### config.mk
export PLATFORM = sky130hd
export DESIGN_NAME = byte_mem_channel_ctrl
export DESIGN_NICKNAME = d
export VERILOG_FILES = /design/src/rtl/offchip_byte_mem_model_pkg.sv /design/src/rtl/offchip_byte_mem_model_channel_ctrl.sv
export SDC_FILE = /design/constraint.sdc
export NUM_CORES = 1
export LEC_CHECK = 0
export CAP_MARGIN = 20
export CORE_ASPECT_RATIO = 0.8
export CORE_UTILIZATION = 26
export CTS_CLUSTER_DIAMETER = 100
export DETAILED_ROUTE_END_ITERATION = 10
export GPL_ROUTABILITY_DRIVEN = 0
export GPL_TIMING_DRIVEN = 0
export PLACE_DENSITY = 0.74
export SYNTH_ARGS = -nofsm -noshare
export SYNTH_HDL_FRONTEND = slang
export SYNTH_SLANG_ARGS = --single-unit
### constraint.sdc
create_clock -name clock -period 2.2 [get_ports clock]
set_input_delay 0.33 -clock clock [delete_from_list [all_inputs] [get_ports clock]]
set_output_delay 0.33 -clock clock [all_outputs]
set_load 0.01 [all_outputs]
### src/rtl/offchip_byte_mem_model_pkg.sv
`default_nettype none
// ============================================================================
// Module : offchip_byte_mem_model_pkg
// Brief  : Shared constants and size-mask helper for the byte memory model.
// Rev    : 1.0 - initial release
// ============================================================================
package offchip_byte_mem_model_pkg;

    localparam int c_num_ch = 2;
    localparam int c_byte_w = 8;
    localparam int c_size_w = 4;

    // Bit mask for a write of `size` bits; any size of a full byte or more covers it all.
    function automatic logic [c_byte_w-1:0] size_mask(input logic [c_size_w-1:0] size);
        logic [c_byte_w-1:0] m;
        if (size >= c_size_w'(c_byte_w)) begin
            m = '1;
        end else begin
            m = (c_byte_w'(1) << size) - c_byte_w'(1);
        end
        return m;
    endfunction

endpackage
`default_nettype wire

### src/rtl/offchip_byte_mem_model_channel_ctrl.sv
`default_nettype none
// ============================================================================
// Module : byte_mem_channel_ctrl
// Brief  : One master channel: window decode, latency counter, ready strobe,
//          read-data pipe and masked write-byte generation.
// Rev    : 1.0 - initial release
// ============================================================================
module byte_mem_channel_ctrl
    import offchip_byte_mem_model_pkg::*;
#(
    parameter int MEMSIZE     = 32,
    parameter int BASE_ADDR   = 0,
    parameter int ADDR_W      = 7,
    parameter int READ_DELAY  = 2,
    parameter int WRITE_DELAY = 1,
    parameter int IDX_W       = $clog2(MEMSIZE)
) (
    input  logic                clock,
    input  logic                reset,
    input  logic                i_oe,
    input  logic                i_we,
    input  logic [ADDR_W-1:0]   i_addr,
    input  logic [c_byte_w-1:0] i_wdata,
    input  logic [c_size_w-1:0] i_size,
    input  logic [c_byte_w-1:0] i_mem_byte,
    output logic [IDX_W-1:0]    o_idx,
    output logic                o_hit,
    output logic                o_data_rdy,
    output logic [c_byte_w-1:0] o_rdata,
    output logic                o_wr_en,
    output logic [c_byte_w-1:0] o_wr_byte
);

    localparam int c_max_delay  = (READ_DELAY > WRITE_DELAY) ? READ_DELAY : WRITE_DELAY;
    localparam int c_cnt_w      = (c_max_delay > 1) ? $clog2(c_max_delay) : 1;
    localparam int c_pipe_depth = READ_DELAY - 1;
    localparam logic [c_cnt_w-1:0] c_rd_last = c_cnt_w'(READ_DELAY - 1);
    localparam logic [c_cnt_w-1:0] c_wr_last = c_cnt_w'(WRITE_DELAY - 1);

    int                  w_addr_int;
    logic                w_hit;
    logic                w_rd_req;
    logic                w_wr_req;
    logic                w_rd_done;
    logic                w_wr_done;
    logic [c_byte_w-1:0] w_mask;
    logic [c_cnt_w-1:0]  r_cnt;
    logic [c_byte_w-1:0] r_pipe [c_pipe_depth];

    // Signed compare keeps a zero BASE_ADDR from degenerating into an unsigned >= 0.
    assign w_addr_int = int'(i_addr);
    assign w_hit      = (w_addr_int >= BASE_ADDR) && (w_addr_int < BASE_ADDR + MEMSIZE);
    assign w_rd_req   = w_hit & i_oe;
    assign w_wr_req   = w_hit & i_we;
    assign w_rd_done  = w_rd_req & (r_cnt == c_rd_last);
    assign w_wr_done  = w_wr_req & (r_cnt == c_wr_last);
    assign w_mask     = size_mask(i_size);

    always_ff @(posedge clock) begin
        if (reset) begin
            r_cnt <= '0;
        end else if (w_rd_req) begin
            r_cnt <= (r_cnt < c_rd_last) ? r_cnt + 1'b1 : '0;
        end else if (w_wr_req) begin
            r_cnt <= (r_cnt < c_wr_last) ? r_cnt + 1'b1 : '0;
        end else begin
            r_cnt <= '0;
        end
    end

    // Free-running sampler; the held address makes the oldest stage the read result.
    always_ff @(posedge clock) begin
        if (reset) begin
            for (int i = 0; i < c_pipe_depth; i++) begin
                r_pipe[i] <= '0;
            end
        end else begin
            r_pipe[0] <= i_mem_byte;
            for (int i = 1; i < c_pipe_depth; i++) begin
                r_pipe[i] <= r_pipe[i-1];
            end
        end
    end

    assign o_idx      = IDX_W'(w_addr_int - BASE_ADDR);
    assign o_hit      = w_hit;
    assign o_data_rdy = ~reset & (w_rd_done | w_wr_done);
    assign o_rdata    = (~reset & w_rd_done) ? r_pipe[c_pipe_depth-1] : '0;
    assign o_wr_en    = ~reset & w_wr_req;
    assign o_wr_byte  = (i_wdata & w_mask) | (i_mem_byte & ~w_mask);

endmodule
`default_nettype wire

=== Yosys cells after proc, flatten, opt, wreduce, memory -nomap -nowiden ===
Memory sizes are Yosys's and may differ from the RTL's.
Index checks and enable logic that the tools add are counted.

* Bits in registers: 1
* RAM bits: 8
* Input bits: 31
* Output and inout bits: 24
* Word-level logic and storage cells: 37
* Memories kept: 1

* Add/sub/neg operators: 2
* $lt $le $gt $ge: 5
* Shift operators: 1
* Muxes and demuxes: 11
* Bitwise logic cells: 14
* Reduce and logical (&&, ||, !) cells: 2

{| class="wikitable"
|+ Memory list
! memory !! words !! bits a word !! rd ports !! clocked after Yosys merged registers in !! wr ports !! line !! RTL
|-
| r_pipe || 1 || 8 || 1 || 0 || 1 || offchip_byte_mem_model_channel_ctrl.sv:48 || <nowiki>logic [c_byte_w-1:0] r_pipe [c_pipe_depth];</nowiki>
|}

{| class="wikitable"
|+ Operators by type and width
! operator !! count
|-
| $mux W8 || 3
|-
| $and A8 B8 Y8 || 2
|-
| $mux W1 || 8
|-
| $not A8 Y8 || 1
|-
| $or A8 B8 Y8 || 1
|-
| $reduce_or A8 Y1 || 1
|-
| $shl A1 B4 Y8 const A || 1
|-
| $sub A8 B2 Y8 const B || 1
|-
| $and A1 B1 Y1 || 7
|-
| $ge A7 B1 Y1 const B || 1
|-
| $lt A7 B6 Y1 const B || 1
|-
| $ge A4 B4 Y1 const B || 1
|-
| $lt A1 B1 Y1 const B || 2
|-
| $not A1 Y1 || 2
|-
| $add A1 B1 Y1 const B || 1
|-
| $logic_and A1 B1 Y1 || 1
|-
| $or A1 B1 Y1 || 1
|}

=== Depth between registers and ports, before layout ===
Gate-level depths: netlist of run 1.

* Word-level depth: 6
* Gate-level depth with buffers: 7

=== Worst setup path after synthesis of run 1 ===
Ideal clock, no wire load.

* Path type: input to output
* From: in i_size[0]
* To: out o_wr_byte[6]
* Arrival time: 1887 ps
* Required time: 1870 ps
* Path slack: -17 ps
* Cell stages on the path: 6
* Cells stage by stage: or2_1 > or3_4 > ha_1 > xnor2_1 > a311oi_1 > mux2_2

* Word-level cells in the longest chain between the ends: 6
* Elaborated cells on any way between the ends: 8
* Classes of those cells: add/sub (1); order compare (1); shift (1); mux (1); bitwise (4)

{| class="wikitable"
|+ RTL lines
! what !! line !! RTL
|-
| start, declared || offchip_byte_mem_model_channel_ctrl.sv:24 || <nowiki>input logic [c_size_w-1:0] i_size,</nowiki>
|-
| $shl A1 B4 Y8 || offchip_byte_mem_model_pkg.sv:19 || <nowiki>m = (c_byte_w'(1) << size) - c_byte_w'(1);</nowiki>
|-
| $sub A8 B2 Y8 || offchip_byte_mem_model_pkg.sv:19 ||
|-
| $mux W8 * || offchip_byte_mem_model_pkg.sv:16 || <nowiki>if (size >= c_size_w'(c_byte_w)) begin</nowiki>
|-
| $not A8 Y8 || offchip_byte_mem_model_channel_ctrl.sv:90 || <nowiki>assign o_wr_byte = (i_wdata & w_mask) | (i_mem_byte & ~w_mask);</nowiki>
|-
| $and A8 B8 Y8 || offchip_byte_mem_model_channel_ctrl.sv:90 ||
|-
| $or A8 B8 Y8 * || offchip_byte_mem_model_channel_ctrl.sv:90 ||
|-
| end, declared || offchip_byte_mem_model_channel_ctrl.sv:31 || <nowiki>output logic [c_byte_w-1:0] o_wr_byte</nowiki>
|}

Every way passes the cells marked *; elsewhere a longest branch is shown, timed or not.

=== Final worst setup path of run 1 ===
* From: in i_size[1]
* To: out o_wr_byte[6]

The elaborated chain is that of the path after synthesis.

==> results.json, run 1 <==
{
  "dp.final_hpwl_um": 1210,
  "core.rowCount": 14,
  "synthesis.nets": 94,
  "startpoint_of_the_worst_register_to_register_path": "r_cnt",
  "clk_path_buf_depth": 2,
  "grt.met1_usage_pct": 14.4,
  "synth.ff_latch_count": 9,
  "power_frac_seq_pct": 37.8,
  "r2r.worst_path.cells": 2,
  "post_synth_inst_count": 62,
  "final_design_area_no_fill_um2": 1240,
  "tightestPinTransition_ns": 0.430,
  "number_of_routed_nets_with_antenna_violations": 0,
  "synth.area.top_cells": "sky130_fd_sc_hd__dfxtp_1 31%, sky130_fd_sc_hd__mux2_2 14%, sky130_fd_sc_hd__nor2b_1 11%, sky130_fd_sc_hd__and2_1 9.8%, sky130_fd_sc_hd__buf_4 7.8%",
  "post_drt_wl_per_cell_um": 12.5,
  "synth_cell_type_count": 22,
  "cts_tree": "built",
  "worst_clock_skew_ns": 0,
  "finalNetCount": 154,
  "crit-reg2reg-capture": "r_cnt",
  "startpoint_type_of_the_worst_setup_path": "primary input",
  "p_int_mw": 0.347,
  "rsz0062_at_grt": "true",
  "clock_tree.htree_level_count": 1,
  "clock_power_share_pct": 27.6,
  "yosys-top-cells-count": "10 x sky130_fd_sc_hd__nor2b_1, 9 x sky130_fd_sc_hd__and2_1, 9 x sky130_fd_sc_hd__dfxtp_1, 7 x sky130_fd_sc_hd__mux2_2, 6 x sky130_fd_sc_hd__buf_4",
  "floorplan.initialDensity_pct": 29.1,
  "crit_path_cell_trace": "buf_8, or2_1, or3_4, ha_4, xnor2_1, a311oi_2, mux2_4, buf_6",
  "total_die_area_um2": 2410,
  "global_route_wire_length_before_repair_um": 2480,
  "antenna_cells": 0,
  "timing.max_cap.violations": 0,
  "number_of_global_route_vias_before_repair": 593,
  "cell_with_the_most_instances_after_synthesis": "sky130_fd_sc_hd__nor2b_1",
  "design.portCount": 55,
  "r2r_setup_slack_ns": 1.51,
  "gr-max-usage-layer": "met2",
  "share_of_final_layout_standard_cells_stronger_than_drive_strength_1_pct": 33.1,
  "vdd_ir_drop_max_v": 0.000199,
  "clkSinkCount": 9,
  "drc": 0,
  "post_synth_instance_area_um2": 576,
  "cp.required_ns": 1.87,
  "edff_count_synth": 0,
  "use_met3_pct": 3.44,
  "worstPathBufferInverterCount": 2,
  "initial_detailed_routing_violation_count": 3,
  "worst_hold_path_ep": "r_cnt",
  "tritoncts.num_buffers": 3,
  "detailroute.via_count": 655,
  "combPwrFrac_pct": 34.6,
  "crit_path_top_delay_cell": "sky130_fd_sc_hd__or3_4",
  "detail_route.wirelength_um": 1820,
  "finalHoldViolCount": 0,
  "finalCriticalPeriod_ns": 2.38,
  "register_area_um2": 180,
  "fillcell_total": 172,
  "powerDensity_nw_per_um2": 370,
  "core_um2": 1980,
  "multiInputGateArea_um2": 404,
  "final_core_utilization_pct": 62.5,
  "source_of_the_worst_hold_timing_path": "i_addr[6]",
  "setup.worst_path.end_class": "output pin",
  "vias_per_cell": 4.52,
  "synth_top_cell_area_share_pct": 31.3,
  "grt_remaining_overflow": 0,
  "path_class": "primary input to output pin",
  "setup_viol": 2,
  "final_worst_path_setup_slack_ns": -0.179,
  "grt_start_max_net_pins": 12,
  "max_freq_mhz": 420,
  "clock_tree.root_cell": "sky130_fd_sc_hd__clkbuf_4",
  "clk_transition_reported_paths_ns": 0.06,
  "p_sw_share_pct": 24.1,
  "max_slew_margin_pct": 71.3,
  "number_of_antenna_violations_at_the_first_check_in_global_routing": 0,
  "die_width_um": 54.6,
  "grt_usage_pct": 14.3,
  "slew_limit_fails": 0,
  "height_of_the_die_um": 44.1,
  "timing.critical_path.max_delay_family": "simple AND/OR/NAND/NOR gates",
  "power.static_leakage_nw": 0.641,
  "async_sr_flop_fraction_pct": 0,
  "synth_flop_cell": "sky130_fd_sc_hd__dfxtp_1",
  "synth_largest_area_cell": "sky130_fd_sc_hd__dfxtp_1",
  "layout_worst_path_cycle_share_pct": 108,
  "status": "finished, violations left",
  "total_switching_power_mw": 0.110,
  "hold_depth": 3,
  "cp_max_fo": 4,
  "pre_cts_ws_ns": -1.02,
  "violated_checks": "negative setup slack",
  "area_growth_syn_to_layout_pct": 115,
  "synthesis.area_per_instance_um2": 9.28,
  "cts_hold_buffers": 0,
  "firstDrtPassIters": 3,
  "cp_data_arrival_time_ns": 2.05,
  "place_area_um2": 1090,
  "clock_latency_ns": 0.25,
  "slowest_delay_ns": 0.36,
  "use_met2_pct": 28.0,
  "setup-tns-final_ns": -0.272,
  "ys_warn_count": 0,
  "worst_hold_slack_ns": 0.507,
  "worst_hold_path_type": "primary input to flip-flop",
  "io_buffer_count": 48,
  "yosysSeqAreaShare_pct": 31.3
}
-- worst max-delay path by stage --
| stage | start | end | slack (ns) | depth (start not counted) |
|---|---|---|---|---|
| after global placement | i_size[0] | o_wr_byte[6] | -1.02 | 8 |
| after global routing | i_size[1] | o_wr_byte[6] | -0.23 | 8 |
| after floorplan | i_size[0] | o_wr_byte[6] | 0.02 | 6 |
| after detailed placement | i_size[0] | o_wr_byte[6] | -1.02 | 8 |
| after CTS | i_size[1] | o_wr_byte[6] | -0.24 | 8 |
| final | i_size[1] | o_wr_byte[6] | -0.18 | 8 |
-- cell type report --
cell class                      instances  area share [%]
Clock buffer                            4            2.12
Sequential cell                         9            14.6
Inverter                                1           0.303
Buffer                                  6            3.64
Timing Repair Buffer                   55            44.3
Multi-Input combinational cell         46            32.7
Tap cell                               24            2.43
-- power by group through the flow --
stage | Clock [mW] | Combinational (mW) | Sequential, mW
after global routing | 0.140 | 0.169 | 0.174
final | 0.126 | 0.158 | 0.173
after global placement | 0 | 0.141 | 0.176
after CTS | 0.134 | 0.152 | 0.173
after detailed placement | 0 | 0.143 | 0.176
after floorplan | 0 | 0.0542 | 0.176
-- what timing repair did --
| action | CTS | global route |
|---|---|---|
| gates cloned | 1 | 0 |
| resized for setup | 44 | 13 |
| endpoints found under the setup margin | 17 | 9 |
| buffers inserted | 4 | 3 |
| pin swaps | 6 | 5 |
-- routing by layer --
layer	vias up	routed length, µm	share of wire (%)
met5	-	0	0
met4	0	0	0
met3	0	131	7.2
met2	29	971	53
met1	301	712	39
li1	325	-	-
-- sequential cells by signal, indices dropped and copies added, names as in the netlist --
signal  count
r_pipe      8
r_cnt       1
-- logic make-up after synthesis --
group / count (synthesis) / synth area share (%)
AO/OA/AOI/OAI: 4 / 4.57
XOR/XNOR: 1 / 1.52
adder cells (fa/ha/maj): 1 / 2.17
buffers and inverters: 8 / 9.13
flip-flops: 9 / 31.3
multiplexers: 9 / 18.0
AND/OR/NAND/NOR: 30 / 33.3
-- cell usage in the layout, fill, tap and decap left out, drive strengths merged, types with 2 or more instances in the layout --
cell            n
nor3b           2
and4b           2
mux2            8
dlymetal6s2s    7
dlygate4sd2     6
and2            9
clkdlybuf4s50  29
nor2            3
buf            19
a21oi           2
dfxtp           9
clkbuf          4
nor2b          10
-- through the flow --
step	cells	total power, mW
after floorplan	62	0.230
after global placement	134	0.317
after detailed placement	134	0.319
after CTS	142	0.459
after global routing	145	0.483
final	145	0.458
-- tightest hold or removal path: cells and delay by family --
family / cells / cell delay, ns
buffers and inverters: 1 / 0.14
and+or+nand+nor: 2 / 0.25
Note: power is estimated with default switching activity, not from simulation.
==> inputs of run 2 (changes only) <==
- CORE_MARGIN: unset -> 1
==> results of run 2 <==
Same layout as run 1: the final DEF is identical, and so are final timing and power.
==> inputs of run 3 (changes only) <==
- CORE_MARGIN: 1 -> unset
- GPL_TIMING_DRIVEN: 0 -> unset
==> results.json, run 3 (synthesis results as in run 1) <==
{
  "fillcell_total": 162,
  "design.portCount": 55,
  "max_slew_margin_pct": 83.2,
  "cp_max_fo": 4,
  "cts_tree": "built",
  "die_width_um": 54.6,
  "grt_start_max_net_pins": 9,
  "slowest_delay_ns": 0.35,
  "finalHoldViolCount": 0,
  "crit_path_frequent_cell": "sky130_fd_sc_hd__buf_6",
  "final_worst_path_setup_slack_ns": -0.195,
  "antenna_cells": 0,
  "clk_transition_reported_paths_ns": 0.06,
  "registers.top_by_ff_count": "r_pipe",
  "setup.worst_path.end_class": "output pin",
  "firstDrtPassIters": 4,
  "core.rowCount": 14,
  "finalNetCount": 151,
  "p_total_mw": 0.449,
  "total_die_area_um2": 2410,
  "clock_latency_ns": 0.25,
  "worst_hold_slack_ns": 0.547,
  "clock_tree.htree_level_count": 1,
  "source_of_the_worst_hold_timing_path": "r_cnt",
  "place_area_um2": 1070,
  "detailroute.via_count": 621,
  "timing.max_cap.violations": 0,
  "crit_path_cell_trace": "buf_6, or2_1, or3_4, ha_4, nor3b_4, a311oi_2, mux2_4, buf_6",
  "power.static_leakage_nw": 0.639,
  "number_of_antenna_violations_at_the_first_check_in_global_routing": 0,
  "rsz0062_at_grt": "true",
  "floorplan.initialDensity_pct": 29.1,
  "flip_flop_count_of_the_largest_register_after_layout": 8,
  "setup_viol": 3,
  "tightestPinTransition_ns": 0.252,
  "grt_usage_pct": 14.4,
  "path_class": "primary input to output pin",
  "worst_clock_skew_ns": 0,
  "layout_worst_path_cycle_share_pct": 109,
  "startpoint_of_the_worst_register_to_register_path": "r_cnt",
  "number_of_routed_nets_with_antenna_violations": 0,
  "grt_remaining_overflow": 0,
  "worst_setup_startpoint": "i_size[0]",
  "tritoncts.num_buffers": 3,
  "clock_tree.root_cell": "sky130_fd_sc_hd__clkbuf_4",
  "largest_registers": "r_pipe: 8 flops, r_cnt: 1 flops",
  "crit_path_top_delay_cell": "sky130_fd_sc_hd__or3_4",
  "clkSinkCount": 9,
  "vdd_ir_drop_max_v": 0.000257,
  "cp.required_ns": 1.87,
  "cts_hold_buffers": 0,
  "post_drt_wl_per_cell_um": 12.3,
  "max_freq_mhz": 417,
  "most-common-layout-cells": "27 x sky130_fd_sc_hd__clkdlybuf4s50_1, 12 x sky130_fd_sc_hd__buf_4, 9 x sky130_fd_sc_hd__nor2b_1, 9 x sky130_fd_sc_hd__and2_1, 9 x sky130_fd_sc_hd__dfxtp_1",
  "io_buffer_count": 44,
  "core_um2": 1980,
  "leading_cell_type_in_the_layout_fill_and_taps_excluded": "sky130_fd_sc_hd__clkdlybuf4s50_1",
  "slew_limit_fails": 0,
  "share_of_final_layout_standard_cells_stronger_than_drive_strength_1_pct": 33.9,
  "area_growth_syn_to_layout_pct": 114,
  "height_of_the_die_um": 44.1,
  "drc": 0,
  "global_route_wire_length_before_repair_um": 2530,
  "dp.final_hpwl_um": 1280,
  "detail_route.wirelength_um": 1750,
  "violated_checks": "negative setup slack",
  "vias_per_cell": 4.37,
  "final_design_area_no_fill_um2": 1230,
  "clk_path_buf_depth": 2,
  "startpoint_type_of_the_worst_setup_path": "primary input",
  "status": "finished, violations left",
  "initial_detailed_routing_violation_count": 1,
  "cp_data_arrival_time_ns": 2.07,
  "number_of_global_route_vias_before_repair": 560,
  "pre_cts_ws_ns": -0.911,
  "finalCriticalPeriod_ns": 2.40,
  "worst_hold_path_type": "flip-flop to flip-flop",
  "powerDensity_nw_per_um2": 364
}
run 3: power by group:
group          switching [mW]  total, mW  internal (mW)
Clock                  0.0529      0.123         0.0696
Combinational          0.0506      0.154          0.103
Sequential            0.00136      0.173          0.171
Total                   0.105      0.449          0.344
run 3: path summary, 6_finish.rpt:
check	depth (start not counted)	end	slack, ns
max	8	o_wr_byte[6]	-0.20
min reg2reg	2	r_cnt	0.55
min	2	r_cnt	0.55
max reg2reg	2	r_cnt	1.57
run 3: through the flow:
step                      utilization [%]  std cells  TNS [ns]
after floorplan                         -         62         0
after global placement               53.9        132     -3.76
after detailed placement             53.9        132     -3.80
after CTS                            58.1        138    -0.368
after global routing                 62.2        142    -0.483
final                                62.2        142    -0.299
run 3: critical path: cells and delay by family:
family | cells | cell delay [ns]
compound gates | 1 | 0.28
fa+ha+maj | 1 | 0.18
buf+inv | 2 | 0.21
mux | 1 | 0.33
simple gates | 3 | 0.73
run 3: what timing repair did:
item	CTS	global route
gates cloned	1	0
gates resized for setup	38	15
setup endpoints to repair	16	12
setup buffers	1	4
pin swaps	6	7
run 3: layout make-up:
cell class	instances	area, µm²	share of cell area [%]
Clock buffer	4	26.3	2.13
Inverter	1	3.75	0.305
Multi-Input combinational cell	46	419	34.0
Sequential cell	9	180	14.6
Tap cell	24	30.0	2.44
Timing Repair Buffer	58	572	46.4
run 3: layer usage:
| layer | up-vias | share of wire (%) | track usage (%) |
|---|---|---|---|
| met1 | 279 | 42 | 16.1 |
| met3 | 0 | 8.9 | 3.44 |
| li1 | 319 | - | - |
| met2 | 23 | 49 | 26.0 |
| met4 | 0 | 0 | 5.13 |
| met5 | - | 0 | 0 |
